File: src/rtl/sifs_responder.sv
// sifs_responder: schedules an ACK or CTS response one SIFS after the end of a
// correctly received frame addressed to this station.
//
// Ports
//   clk, rstn                 clock, asynchronous active-low reset
//   tsf_pulse_1M              one-cycle pulse every microsecond
//   pkt_header_valid_strobe,
//   pkt_header_valid          start of a received frame and whether it is usable
//   FC_DI_valid, FC_type,
//   FC_subtype, duration      frame-control / duration strobe and fields
//   addr1_valid, addr1,
//   addr2_valid, addr2        receiver / transmitter address strobes and values
//   self_mac_addr             own MAC address
//   fcs_in_strobe, fcs_valid  end of frame and CRC result
//   resp_enable               0 blocks new responses
//   sifs_time, resp_time      SIFS and response airtime in microseconds
//   resp_req, resp_ack        request to the tx engine and its acceptance
//   resp_type                 0 = ACK, 1 = CTS
//   resp_ra, resp_duration    response RA and duration field
//   resp_pending              response scheduled (SIFS wait or request)
//   resp_drop                 one-cycle pulse when a scheduled response is abandoned
//   resp_count                number of responses accepted by the tx engine
module sifs_responder #(
  parameter int unsigned TX_GRANT_TIMEOUT_US = 8
) (
  input  logic        clk,
  input  logic        rstn,
  input  logic        tsf_pulse_1M,
  input  logic        pkt_header_valid_strobe,
  input  logic        pkt_header_valid,
  input  logic        FC_DI_valid,
  input  logic [1:0]  FC_type,
  input  logic [3:0]  FC_subtype,
  input  logic [15:0] duration,
  input  logic        addr1_valid,
  input  logic [47:0] addr1,
  input  logic        addr2_valid,
  input  logic [47:0] addr2,
  input  logic [47:0] self_mac_addr,
  input  logic        fcs_in_strobe,
  input  logic        fcs_valid,
  input  logic        resp_enable,
  input  logic [6:0]  sifs_time,
  input  logic [7:0]  resp_time,
  output logic        resp_req,
  input  logic        resp_ack,
  output logic        resp_type,
  output logic [47:0] resp_ra,
  output logic [15:0] resp_duration,
  output logic        resp_pending,
  output logic        resp_drop,
  output logic [15:0] resp_count
);

  typedef enum logic [2:0] {
    IDLE,
    CAPTURE,
    WAIT_FCS,
    SIFS,
    REQ
  } state_e;

  // Value of the grant counter on which the next microsecond pulse times out.
  localparam logic [15:0] TO_LAST = 16'(TX_GRANT_TIMEOUT_US - 1);

  state_e      state_q, state_d;
  logic        fc_seen_q, fc_seen_d;
  logic [1:0]  type_q, type_d;
  logic [3:0]  subtype_q, subtype_d;
  logic [15:0] dur_q, dur_d;
  logic        ra_seen_q, ra_seen_d;
  logic        ra_match_q, ra_match_d;
  logic        ta_seen_q, ta_seen_d;
  logic [47:0] ta_q, ta_d;
  logic [6:0]  sifs_cnt_q, sifs_cnt_d;
  logic [15:0] to_cnt_q, to_cnt_d;
  logic        rtype_q, rtype_d;
  logic [47:0] rra_q, rra_d;
  logic [15:0] rdur_q, rdur_d;
  logic        drop_q, drop_d;
  logic [15:0] count_q, count_d;

  logic        is_ack, is_cts, eligible;
  logic [16:0] overhead, dur_ext, dur_diff;
  logic [15:0] rdur_calc;

  // Eligibility and response duration are evaluated from the latched fields
  // only, so a field strobe coinciding with the FCS strobe does not count.
  always_comb begin
    is_ack    = (type_q == 2'b00) || (type_q == 2'b10);
    is_cts    = (type_q == 2'b01) && (subtype_q == 4'b1011) && !dur_q[15];
    eligible  = fc_seen_q && ra_seen_q && ta_seen_q && ra_match_q &&
                resp_enable && fcs_valid && (is_ack || is_cts);
    overhead  = {10'd0, sifs_time} + {9'd0, resp_time};
    dur_ext   = {1'b0, dur_q};
    dur_diff  = dur_ext - overhead;
    rdur_calc = (!dur_q[15] && (dur_ext > overhead)) ? dur_diff[15:0] : '0;
  end

  always_comb begin
    state_d    = state_q;
    fc_seen_d  = fc_seen_q;
    type_d     = type_q;
    subtype_d  = subtype_q;
    dur_d      = dur_q;
    ra_seen_d  = ra_seen_q;
    ra_match_d = ra_match_q;
    ta_seen_d  = ta_seen_q;
    ta_d       = ta_q;
    sifs_cnt_d = sifs_cnt_q;
    to_cnt_d   = to_cnt_q;
    rtype_d    = rtype_q;
    rra_d      = rra_q;
    rdur_d     = rdur_q;
    drop_d     = 1'b0;
    count_d    = count_q;

    unique case (state_q)
      IDLE, CAPTURE, WAIT_FCS: begin
        if (pkt_header_valid_strobe) begin
          state_d    = pkt_header_valid ? CAPTURE : IDLE;
          fc_seen_d  = 1'b0;
          type_d     = '0;
          subtype_d  = '0;
          dur_d      = '0;
          ra_seen_d  = 1'b0;
          ra_match_d = 1'b0;
          ta_seen_d  = 1'b0;
          ta_d       = '0;
        end else if ((state_q != IDLE) && fcs_in_strobe) begin
          if (eligible) begin
            state_d    = SIFS;
            sifs_cnt_d = sifs_time;
            rtype_d    = is_cts;
            rra_d      = ta_q;
            rdur_d     = rdur_calc;
          end else begin
            state_d = IDLE;
          end
        end else if (state_q == CAPTURE) begin
          if (FC_DI_valid) begin
            fc_seen_d = 1'b1;
            type_d    = FC_type;
            subtype_d = FC_subtype;
            dur_d     = duration;
          end
          if (addr1_valid) begin
            ra_seen_d  = 1'b1;
            ra_match_d = (addr1 == self_mac_addr);
          end
          if (addr2_valid) begin
            ta_seen_d = 1'b1;
            ta_d      = addr2;
          end
          if (fc_seen_d && ra_seen_d && ta_seen_d) begin
            state_d = WAIT_FCS;
          end
        end
      end

      SIFS: begin
        if (pkt_header_valid_strobe) begin
          state_d = IDLE;
          drop_d  = 1'b1;
        end else if (sifs_cnt_q == '0) begin
          state_d  = REQ;
          to_cnt_d = '0;
        end else if (tsf_pulse_1M) begin
          sifs_cnt_d = sifs_cnt_q - 7'd1;
        end
      end

      REQ: begin
        // A grant on the timeout pulse still wins.
        if (resp_ack) begin
          state_d = IDLE;
          count_d = count_q + 16'd1;
        end else if (tsf_pulse_1M) begin
          if (to_cnt_q == TO_LAST) begin
            state_d = IDLE;
            drop_d  = 1'b1;
          end else begin
            to_cnt_d = to_cnt_q + 16'd1;
          end
        end
      end

      default: state_d = IDLE;
    endcase
  end

  always_ff @(posedge clk or negedge rstn) begin
    if (!rstn) begin
      state_q    <= IDLE;
      fc_seen_q  <= 1'b0;
      type_q     <= '0;
      subtype_q  <= '0;
      dur_q      <= '0;
      ra_seen_q  <= 1'b0;
      ra_match_q <= 1'b0;
      ta_seen_q  <= 1'b0;
      ta_q       <= '0;
      sifs_cnt_q <= '0;
      to_cnt_q   <= '0;
      rtype_q    <= 1'b0;
      rra_q      <= '0;
      rdur_q     <= '0;
      drop_q     <= 1'b0;
      count_q    <= '0;
    end else begin
      state_q    <= state_d;
      fc_seen_q  <= fc_seen_d;
      type_q     <= type_d;
      subtype_q  <= subtype_d;
      dur_q      <= dur_d;
      ra_seen_q  <= ra_seen_d;
      ra_match_q <= ra_match_d;
      ta_seen_q  <= ta_seen_d;
      ta_q       <= ta_d;
      sifs_cnt_q <= sifs_cnt_d;
      to_cnt_q   <= to_cnt_d;
      rtype_q    <= rtype_d;
      rra_q      <= rra_d;
      rdur_q     <= rdur_d;
      drop_q     <= drop_d;
      count_q    <= count_d;
    end
  end

  assign resp_req      = (state_q == REQ);
  assign resp_pending  = (state_q == SIFS) || (state_q == REQ);
  assign resp_type     = rtype_q;
  assign resp_ra       = rra_q;
  assign resp_duration = rdur_q;
  assign resp_drop     = drop_q;
  assign resp_count    = count_q;

endmodule

File: config.mk
export PLATFORM = sky130hd
export DESIGN_NAME = sifs_responder
export DESIGN_NICKNAME = d
export VERILOG_FILES = /design/src/rtl/sifs_responder.sv
export SDC_FILE = /design/constraint.sdc
export NUM_CORES = 1
export LEC_CHECK = 0
export BUFFER_PORTS_ARGS = -buffer_cell sky130_fd_sc_hd__buf_2
export CORE_ASPECT_RATIO = 1.4
export CORE_UTILIZATION = 39
export DETAILED_ROUTE_END_ITERATION = 10
export SLEW_MARGIN = 10
export SYNTH_ARGS = -nofsm -noshare
export SYNTH_HDL_FRONTEND = slang
export SYNTH_SLANG_ARGS = --single-unit
File: constraint.sdc
create_clock -name clk -period 5.1 [get_ports clk]
set_input_delay 0.765 -clock clk [delete_from_list [all_inputs] [get_ports clk]]
set_output_delay 0.765 -clock clk [all_outputs]
set_load 0.03 [all_outputs]
==> impl_metrics.tcl <==
set metrics [dict create \
    status "complete, no violations" \
    die_w_um 131 \
    wl_per_cell_um 14.4 \
    cts_sinks 182 \
    clock_latency_ns 0.43 \
    power_density_nw_per_um2 353 \
    grt_max_degree 97 \
    ios 277 \
    root_buffer "clkbuf_16" \
    routabilityCongestion 0.814 \
    min_period_ns 3.68 \
    required_ns 5.43 \
    syn_nets 1234 \
    period_share_pct 72.1 \
    fmax_mhz 272 \
    grt_usage_pct 19.7 \
    drt_iter0_drc 316 \
    fp.coreArea_um2 22700 \
    hpwl_um 16600 \
    critPathLaunchType "input pin" \
    finalSetupTns_ns 0 \
    path_max_fanout 16 \
    synthCells 1019 \
    path_clk_slew_ns 0.06 \
    drc 0 \
    cap_violations 0 \
    syn_avg_cell_area_um2 8.93 \
    synth_top_area_share_pct 50.1 \
    cts_setup_buffers 0 \
    synth_edf_count 0 \
    numCtsBuffers 17 \
    holdCritPathClass "in -> async" \
    grt_overflow 0 \
    cts_buffer_depth 2 \
    dieArea_um2 23900 \
    nNetsFinal 1490 \
    die_h_um 183 \
    power_mw 3.98 \
    crit_path_end_kind "flop" \
    r2r_slack_ns 2.36 \
    io_buffers 276 \
    crit_type "in -> reg" \
    synthFlopType "dfrtp_1" \
    slew_headroom_pct 41.6 \
    hold_violations 0 \
    synthTopCellsByCount "340 x nand2_1, 182 x dfrtp_1, 102 x o21ai_0" \
    ys_seq_area_share_pct 50.1 \
    slew_viol_final 0 \
    ys_ff_latch 182 \
    yosysUniqueCellTypes 64 \
    layout-drive-gt1-share_pct 26.1 \
    synth.most_common_cell "nand2_1" \
    cp.arrival_ns 4.01 \
    p_leak_nw 5.75 \
    dr_total_vias 7719 \
    yosysTopAreaCell "dfrtp_1" \
    yosys-top-cells-area "dfrtp_1 50%, nand2_1 14%, o21ai_0 5.6%" \
    viasPerCell 4.85 \
    skew_ns 0.00832 \
    rows 65 \
    postCtsHoldBufs 0 \
    yosysWarnings 0 \
    netlist_area_um2 9090 \
    async_flop_share_pct 100 \
    postRouteAntennaNets 0 \
    cts_resized 0 \
    htreeDepth 4 \
    grt_setup_unrepaired "false" \
    setup_viol 0 \
    finalWirelength_um 22900 \
    grt_pass1_wl_um 36700 \
    worst_pin_slew_ns 0.873 \
    grt_pass1_vias 7472 \
    initial_core_util_pct 40.1 \
    area_delta_synth_final_pct 24.0 \
    ir_drop_v 0.000240 \
    antenna_found_initial 2 \
    cts_tree "built" \
    firstDrtPassIters 5 \
]
==> through the flow <==
stage                     util (%)  hold WS (ns)  area, µm²  setup slack (ns)  std cells
after floorplan                  -         0.444       9090              1.51       1019
after global placement        47.2         0.444      10700              1.06       1557
after detailed placement      47.2         0.451      10700              1.00       1557
after CTS                     49.7         0.407      11300              1.47       1589
after global routing          49.7         0.428      11300              1.07       1590
final                         49.7         0.393      11300              1.42       1591
==> cell usage in the layout (no fill, tap or decap), drive strengths merged, types with 5 or more instances in the layout <==
cell type,instances
or3,9
nor2,38
nand3,19
nor4,15
o21ai,115
a21oi,26
clkinv,6
ha,20
clkbuf,21
nand2,340
buf,283
inv,18
a211oi,5
nor3,19
xnor2,43
nand4,13
nand2b,6
dfrtp,182
xor2,45
==> routing by layer <==
metal	vias to the layer above	track usage (%)	share of wire, %
met2	196	34.1	51
met3	25	4.57	4.9
met5	-	0	0
met4	0	6.99	1.7
li1	3915	-	-
met1	3583	23.6	42
==> worst max-delay path, cell delays in order <==
cell and delay (ns):
buf_2 0.12, ha_1 0.22, fa_1 0.40, a21o_1 0.18, a21oi_1 0.24, o21bai_1 0.12, a21oi_1 0.25, xor2_1 0.10
ha_1 0.38, nand4_1 0.13, a211oi_1 0.26, nor2_1 0.12, nand4b_1 0.15, o2111ai_4 0.25, o31ai_1 0.31
==> state kept, by name, summed over array words and instances, names as in the netlist <==
name and cells:
resp_drop 1, state_q 3, to_cnt_q 16, resp_duration 16, subtype_q 4, ra_match_q 1
ta_seen_q 1, dur_q 16, ta_q 48, sifs_cnt_q 7, resp_ra 48, ra_seen_q 1
resp_type 1, type_q 2, fc_seen_q 1, resp_count 16
==> final timing paths <==
check,startpoint,endpoint,cells past startpoint
worst max-delay path,sifs_time[0],resp_duration[15]$_DFFE_PN0P_,15
worst min-delay path,rstn,dur_q[13]$_DFFE_PN0P_,1
worst max register to register,state_q[0]$_DFFE_PN0P_,resp_duration[5]$_DFFE_PN0P_,7
worst min register to register,resp_ra[20]$_DFFE_PN0P_,resp_ra[20]$_DFFE_PN0P_,2
max in group asynchronous,rstn,resp_count[10]$_DFFE_PN0P_,2
min in group clk,resp_ra[20]$_DFFE_PN0P_,resp_ra[20]$_DFFE_PN0P_,2
==> logic make-up after synthesis <==
group / synth area share, %
compound gates: 12.1
xor+xnor: 8.47
fa+ha+maj: 3.19
buf+inv: 3.21
flops: 50.1
mux: 0.248
simple gates: 22.7
==> where the power goes <==
part	leakage, nW	internal, mW	switching [mW]
Clock	0.268	0.696	0.564
Sequential	2.46	1.64	0.156
Combinational	3.03	0.373	0.554
Total	5.75	2.71	1.27
==> cell type report <==
type | count | area, µm²
antenna | 2 | 5.00
clock buffer | 20 | 457
clock inverter | 12 | 103
fill | 2206 | 11400
inverter | 17 | 63.8
multi-input combinational | 773 | 4270
sequential | 182 | 4550
tap | 301 | 377
timing repair buffer | 284 | 1450
Note: power is estimated with default switching activity, not from simulation.
